**config.mk**
```make
export PLATFORM = sky130hd
export DESIGN_NAME = sobel_frame_writer
export DESIGN_NICKNAME = d
export VERILOG_FILES = /design/src/rtl/sobel_frame_writer_pkg.sv /design/src/rtl/sobel_frame_writer_fifo.sv /design/src/rtl/sobel_frame_writer.sv
export SDC_FILE = /design/constraint.sdc
export NUM_CORES = 1
export LEC_CHECK = 0
export BUFFER_PORTS_ARGS = -buffer_cell sky130_fd_sc_hd__buf_4
export CELL_PAD_IN_SITES_DETAIL_PLACEMENT = 0
export CELL_PAD_IN_SITES_GLOBAL_PLACEMENT = 1
export CORE_MARGIN = 8
export CORE_UTILIZATION = 30
export DETAILED_ROUTE_END_ITERATION = 16
export PLACE_DENSITY_LB_ADDON = 0.1
export SYNTH_ARGS = -nofsm -noshare
export SYNTH_HDL_FRONTEND = slang
export SYNTH_HIERARCHICAL = 1
export SYNTH_SLANG_ARGS = --single-unit
```
**constraint.sdc**
```tcl
create_clock -name clk -period 14.34 [get_ports clk]
set_input_delay 2.868 -clock clk [delete_from_list [all_inputs] [get_ports clk]]
set_output_delay 2.868 -clock clk [all_outputs]
set_load 0.02 [all_outputs]
```
**src/rtl/sobel_frame_writer_pkg.sv**
```systemverilog
// sobel_pkg: shared types and constants for the Sobel frame writer.
//   MEM_DATA_W / BYTES_PER_WORD / BE_W : memory word geometry
//   wr_state_e                         : writer FSM states
//   fifo_entry_t                       : one queued memory write (addr, data, be)
// The entry address field is sized for the widest supported ADDR_W (32);
// the writer zero-extends its address into it.
package sobel_pkg;
  localparam int MEM_DATA_W     = 32;
  localparam int BYTES_PER_WORD = 4;
  localparam int BE_W           = 4;
  localparam int ENTRY_ADDR_W   = 32;

  typedef enum logic [1:0] {
    S_IDLE  = 2'd0,
    S_RUN   = 2'd1,
    S_FLUSH = 2'd2,
    S_DONE  = 2'd3
  } wr_state_e;

  typedef struct packed {
    logic [ENTRY_ADDR_W-1:0] addr;
    logic [MEM_DATA_W-1:0]   data;
    logic [BE_W-1:0]         be;
  } fifo_entry_t;
endpackage

```
**src/rtl/sobel_frame_writer_fifo.sv**
```systemverilog
// sobel_wr_fifo: synchronous show-ahead FIFO.
//   clk, rst (sync, active low)
//   push_i/din_i : write; accepted when not full, or when full with a pop
//   pop_i        : remove head; ignored when empty
//   dout_o       : head entry; holds the last popped entry while empty
//   full_o/empty_o : registered occupancy flags
module sobel_wr_fifo #(
  parameter int DEPTH = 8,
  parameter int WIDTH = 32
) (
  input  logic             clk,
  input  logic             rst,
  input  logic             push_i,
  input  logic [WIDTH-1:0] din_i,
  input  logic             pop_i,
  output logic [WIDTH-1:0] dout_o,
  output logic             full_o,
  output logic             empty_o
);
  localparam int AW = $clog2(DEPTH);

  logic [WIDTH-1:0] mem_q [DEPTH];
  logic [AW-1:0]    wr_q, rd_q;
  logic [AW:0]      cnt_q;
  logic [WIDTH-1:0] last_q;
  logic             do_push, do_pop;

  assign empty_o = (cnt_q == '0);
  assign full_o  = (cnt_q == (AW+1)'(DEPTH));
  assign do_pop  = pop_i && !empty_o;
  // When full, a same-edge pop frees the head slot, which is also the tail slot.
  assign do_push = push_i && (!full_o || do_pop);
  // Outputs stay on the last written entry once the queue drains.
  assign dout_o  = empty_o ? last_q : mem_q[rd_q];

  always_ff @(posedge clk) begin
    if (!rst) begin
      wr_q   <= '0;
      rd_q   <= '0;
      cnt_q  <= '0;
      last_q <= '0;
    end else begin
      if (do_push) wr_q <= wr_q + 1'b1;
      if (do_pop) begin
        rd_q   <= rd_q + 1'b1;
        last_q <= mem_q[rd_q];
      end
      case ({do_push, do_pop})
        2'b10:   cnt_q <= cnt_q + 1'b1;
        2'b01:   cnt_q <= cnt_q - 1'b1;
        default: cnt_q <= cnt_q;
      endcase
    end
  end

  always_ff @(posedge clk) begin
    if (do_push) mem_q[wr_q] <= din_i;
  end
endmodule

```
**src/rtl/sobel_frame_writer.sv**
```systemverilog
// sobel_frame_writer: packs the Sobel magnitude stream 4 pixels/word and
// writes words to a frame buffer via a req/ready port through a small FIFO.
//   clk, rst (sync, active low)
//   start, image_width, image_height, base_addr : frame arm, sampled in IDLE
//   pix_valid, pix_data : input stream, no backpressure
//   mem_req/mem_addr/mem_wdata/mem_be, mem_ready : write port (FIFO head)
//   busy, frame_done, overflow : status
// Optional: define SOBEL_WRITER_THRESH_EN to add threshold[7:0]; pixels are
// then binarised to 8'hFF / 8'h00 against the threshold sampled at start.
module sobel_frame_writer
  import sobel_pkg::*;
#(
  parameter int MAX_WIDTH  = 4096,
  parameter int ADDR_W     = 20,
  parameter int FIFO_DEPTH = 8
) (
  input  logic                         clk,
  input  logic                         rst,
  input  logic                         start,
  input  logic [$clog2(MAX_WIDTH)-1:0] image_width,
  input  logic [15:0]                  image_height,
  input  logic [ADDR_W-1:0]            base_addr,
`ifdef SOBEL_WRITER_THRESH_EN
  input  logic [7:0]                   threshold,
`endif
  input  logic                         pix_valid,
  input  logic [7:0]                   pix_data,
  output logic                         mem_req,
  output logic [ADDR_W-1:0]            mem_addr,
  output logic [MEM_DATA_W-1:0]        mem_wdata,
  output logic [BE_W-1:0]              mem_be,
  input  logic                         mem_ready,
  output logic                         busy,
  output logic                         frame_done,
  output logic                         overflow
);
  localparam int WW = $clog2(MAX_WIDTH);
  localparam int EW = $bits(fifo_entry_t);

  wr_state_e             state_q;
  logic [27:0]           n_q, cnt_q, n_calc;
  logic [ADDR_W-1:0]     addr_q;
  logic [MEM_DATA_W-1:0] word_q, word_nxt;
  logic [BE_W-1:0]       be_nxt;
  logic                  busy_q, done_q, ovf_q;
  logic [1:0]            lane;
  logic [7:0]            pix_byte;
  logic                  accept, last, push, pop, f_full, f_empty;
  fifo_entry_t           din, dout;
  logic [EW-1:0]         dout_bits;
  logic                  unused_addr_hi;

  // Output frame extent; degenerate images produce an empty frame.
  always_comb begin
    n_calc = '0;
    if (image_width >= WW'(3) && image_height >= 16'd3)
      n_calc = 28'(image_width - WW'(2)) * 28'(image_height - 16'd2);
  end

`ifdef SOBEL_WRITER_THRESH_EN
  logic [7:0] thr_q;
  always_ff @(posedge clk) begin
    if (!rst)                              thr_q <= '0;
    else if (state_q == S_IDLE && start)   thr_q <= threshold;
  end
  assign pix_byte = (pix_data >= thr_q) ? 8'hFF : 8'h00;
`else
  assign pix_byte = pix_data;
`endif

  assign lane   = cnt_q[1:0];
  assign accept = (state_q == S_RUN) && pix_valid;
  assign last   = (cnt_q + 28'd1 == n_q);
  assign push   = accept && (lane == 2'd3 || last);
  assign pop    = mem_req && mem_ready;

  always_comb begin
    word_nxt = word_q;
    word_nxt[lane*8 +: 8] = pix_byte;
    case (lane)
      2'd0:    be_nxt = 4'b0001;
      2'd1:    be_nxt = 4'b0011;
      2'd2:    be_nxt = 4'b0111;
      default: be_nxt = 4'b1111;
    endcase
  end

  always_comb begin
    din      = '0;
    din.addr = ENTRY_ADDR_W'(addr_q);
    din.data = word_nxt;
    din.be   = be_nxt;
  end

  always_ff @(posedge clk) begin
    if (!rst) begin
      state_q <= S_IDLE;
      n_q     <= '0;
      cnt_q   <= '0;
      addr_q  <= '0;
      word_q  <= '0;
      busy_q  <= 1'b0;
      done_q  <= 1'b0;
      ovf_q   <= 1'b0;
    end else begin
      // Dropped word: FIFO full and nothing leaving on this edge.
      if (push && f_full && !pop) ovf_q <= 1'b1;
      case (state_q)
        S_IDLE: begin
          if (start) begin
            if (n_calc != '0) begin
              state_q <= S_RUN;
              busy_q  <= 1'b1;
              n_q     <= n_calc;
              cnt_q   <= '0;
              addr_q  <= base_addr;
              word_q  <= '0;
              ovf_q   <= 1'b0;
            end else begin
              state_q <= S_DONE;
              done_q  <= 1'b1;
            end
          end
        end
        S_RUN: begin
          if (accept) begin
            cnt_q  <= cnt_q + 28'd1;
            word_q <= push ? '0 : word_nxt;
            // Address advances even on a dropped word to keep later ones aligned.
            if (push) addr_q <= addr_q + 1'b1;
            if (last) state_q <= S_FLUSH;
          end
        end
        S_FLUSH: begin
          if (f_empty) begin
            state_q <= S_DONE;
            busy_q  <= 1'b0;
            done_q  <= 1'b1;
          end
        end
        default: begin
          state_q <= S_IDLE;
          done_q  <= 1'b0;
        end
      endcase
    end
  end

  sobel_wr_fifo #(.DEPTH(FIFO_DEPTH), .WIDTH(EW)) u_fifo (
    .clk     (clk),
    .rst     (rst),
    .push_i  (push),
    .din_i   (din),
    .pop_i   (pop),
    .dout_o  (dout_bits),
    .full_o  (f_full),
    .empty_o (f_empty)
  );

  assign dout           = dout_bits;
  assign unused_addr_hi = ^dout.addr;
  assign mem_req        = !f_empty;
  assign mem_addr       = dout.addr[ADDR_W-1:0];
  assign mem_wdata      = dout.data;
  assign mem_be         = dout.be;
  assign busy           = busy_q;
  assign frame_done     = done_q;
  assign overflow       = ovf_q;
endmodule

```
==> results.ini <==
[worst_setup_path]
crit_type=in2reg
critPathMaxFanout=56
cpMaxStageDelayCell=a2111oi_0
cp.arrival_ns=12.72
crit_path_max_incr_delay_ns=0.80
startpoint_type=input pin
required_ns=14.86
worst_path_most_repeated_cell=fa_1
endpoint_kind=flop

[routing]
dr.pass1.iters=5
vias=22600
drt-initial-drc-count=1353
drtAntennaViolNets=0
vias_per_cell=4.90
wl_mm=99.0
avgRoutedWirePerCell_um=21.5
drc_errors=0

[cells_and_area]
antennaDiodeCount=0
fillers=11400
synthToLayoutAreaGrowth_pct=14.9
drive_above_1_share_pct=15.6
final_area_um2=40100
nets=3371
final_util_pct=34.6

[power]
powerDensity_nw_per_um2=186
ir_drop_mv=0.217
power.total_mw=7.46
p_leak_nw=14.3

[clocking]
clock-sinks=630
cts-resized-gates=0
post_cts_buffers=0
cts_made_buffers=74
postCtsHoldBufs=0
cts_root_buf=clkbuf_16
cts_buffer_depth=3
cts_tree=done
clock_latency_ns=0.64
h-tree-depth=3
clkTransAtPathRegs_ns=0.06

[timing]
final.setup_skew_ns=0.0318
hold_viol_final=0
rsz0062_at_grt=false
tns_ns=0
slew_viol_final=0
final.min_clock_period_ns=12.21
worst_pin_slew_ns=1.23
final-setup-viol-count=0
fmax_ghz=0.0819
setup_slack_ns=2.13
min_period_over_period_pct=85.1
slew_headroom_pct=17.4

[floorplanning]
io-pin-count=121
num_rows=125
die_y_um=357
dieWidth_um=357
die-area_um2=128000
core_um2=116000
initial_core_util_pct=30.1

[placement]
post_dp_cell_area_um2=37500
hpwlAfterDp_mm=68.8
portBuffers=120
dp_slack_ns=1.44
gp_congestion=0.821

[hold_path]
hp-class=reg2reg

[logic_synthesis]
yosysWarningCount=6
synth_area_um2=34900
syn_inst=2927
syn_avg_cell_area_um2=11.9

[global_routing]
grt_max_degree=74
antenna_found_initial=1
grt_remaining_overflow=0
grt.total_usage_pct=15.4
grt_pass1_wl_mm=150
grt_pass1_vias=23800

[run]
max_cap_violations=0

[run_status]
status=finished, final reports clean

-- through the flow --
stage	hold slack [ns]	instances
final	0.450	4611
after global routing	0.469	4611
after CTS	0.450	4611
after detailed placement	0.443	4473
after global placement	0.434	4473
after floorplan	0.425	2934
-- sequential cells by signal (all words and copies together) (netlist names), 2 cells and up, named ones only --
register       count
u_fifo/cnt_q       4
cnt_q             28
word_q            32
u_fifo/last_q     56
u_fifo/rd_q        3
u_fifo/wr_q        3
state_q            2
addr_q            20
n_q               28
u_fifo/mem_q     448
-- worst max-delay path: cells and delay by family --
kind | cells | cell delay [ns]
xor gates and xnor gates | 2 | 0.37
adders and majority gates | 7 | 3.24
buffers and inverters | 6 | 1.20
and+or+nand+nor | 10 | 3.39
AOI/OAI and AO/OA | 5 | 1.64
-- where the power goes --
part	switching, mW	internal [mW]	leakage (nW)
Sequential	0.0958	2.07	5.62
Combinational	2.07	1.26	7.45
Clock	0.794	1.18	1.26
Total	2.96	4.50	14.3
-- layer usage --
layer	up-vias	global-route usage, %	part of all wire, %
met5	-	0	0
met1	11500	19.9	44
met4	0	4.41	2.5
met3	122	2.11	3.7
met2	417	26.9	49
li1	10500	-	-
-- final timing paths --
path               startpoint                   to  slack (ns)  depth (start not counted)
min          u_fifo/last_q[3]     u_fifo/last_q[3]        0.45                          2
max           image_height[4]           word_q[30]        2.13                         30
max reg2reg          cnt_q[0]  u_fifo/mem_q[5][37]        8.03                         14
min reg2reg  u_fifo/last_q[3]     u_fifo/last_q[3]        0.45                          2
-- layout make-up --
type | instances | area [µm²] | area share (%)
well taps | 1524 | 1910 | 4.75
inverters | 244 | 916 | 2.28
clock buffers | 95 | 2050 | 5.12
repair buffers | 180 | 1350 | 3.37
clock inverters | 43 | 549 | 1.37
flip-flops and latches | 630 | 17100 | 42.7
multi-input cells | 1895 | 16200 | 40.5
-- placed cells by master, fill, tap and decap left out, types with 9 or more instances in the layout --
cell,count
edfxtp_1,448
nand2_1,345
inv_1,240
fa_1,197
nor2_1,192
buf_4,180
dfxtp_1,179
a21oi_1,175
o21ai_0,116
mux4_2,112
ha_1,88
clkbuf_16,76
mux2i_1,66
xnor2_1,63
nand3_1,53
and2_1,45
xor2_1,38
nor3_1,30
or3_1,27
nand2b_1,25
and3_1,22
a22o_1,21
o21ai_1,21
a31oi_1,14
nor2b_1,14
a22oi_1,13
clkinv_2,12
clkinv_1,11
a21oi_2,11
clkbuf_1,11
nand4_1,10
a211oi_1,9
o211ai_1,9
Note: power is estimated with default switching activity, not from simulation.
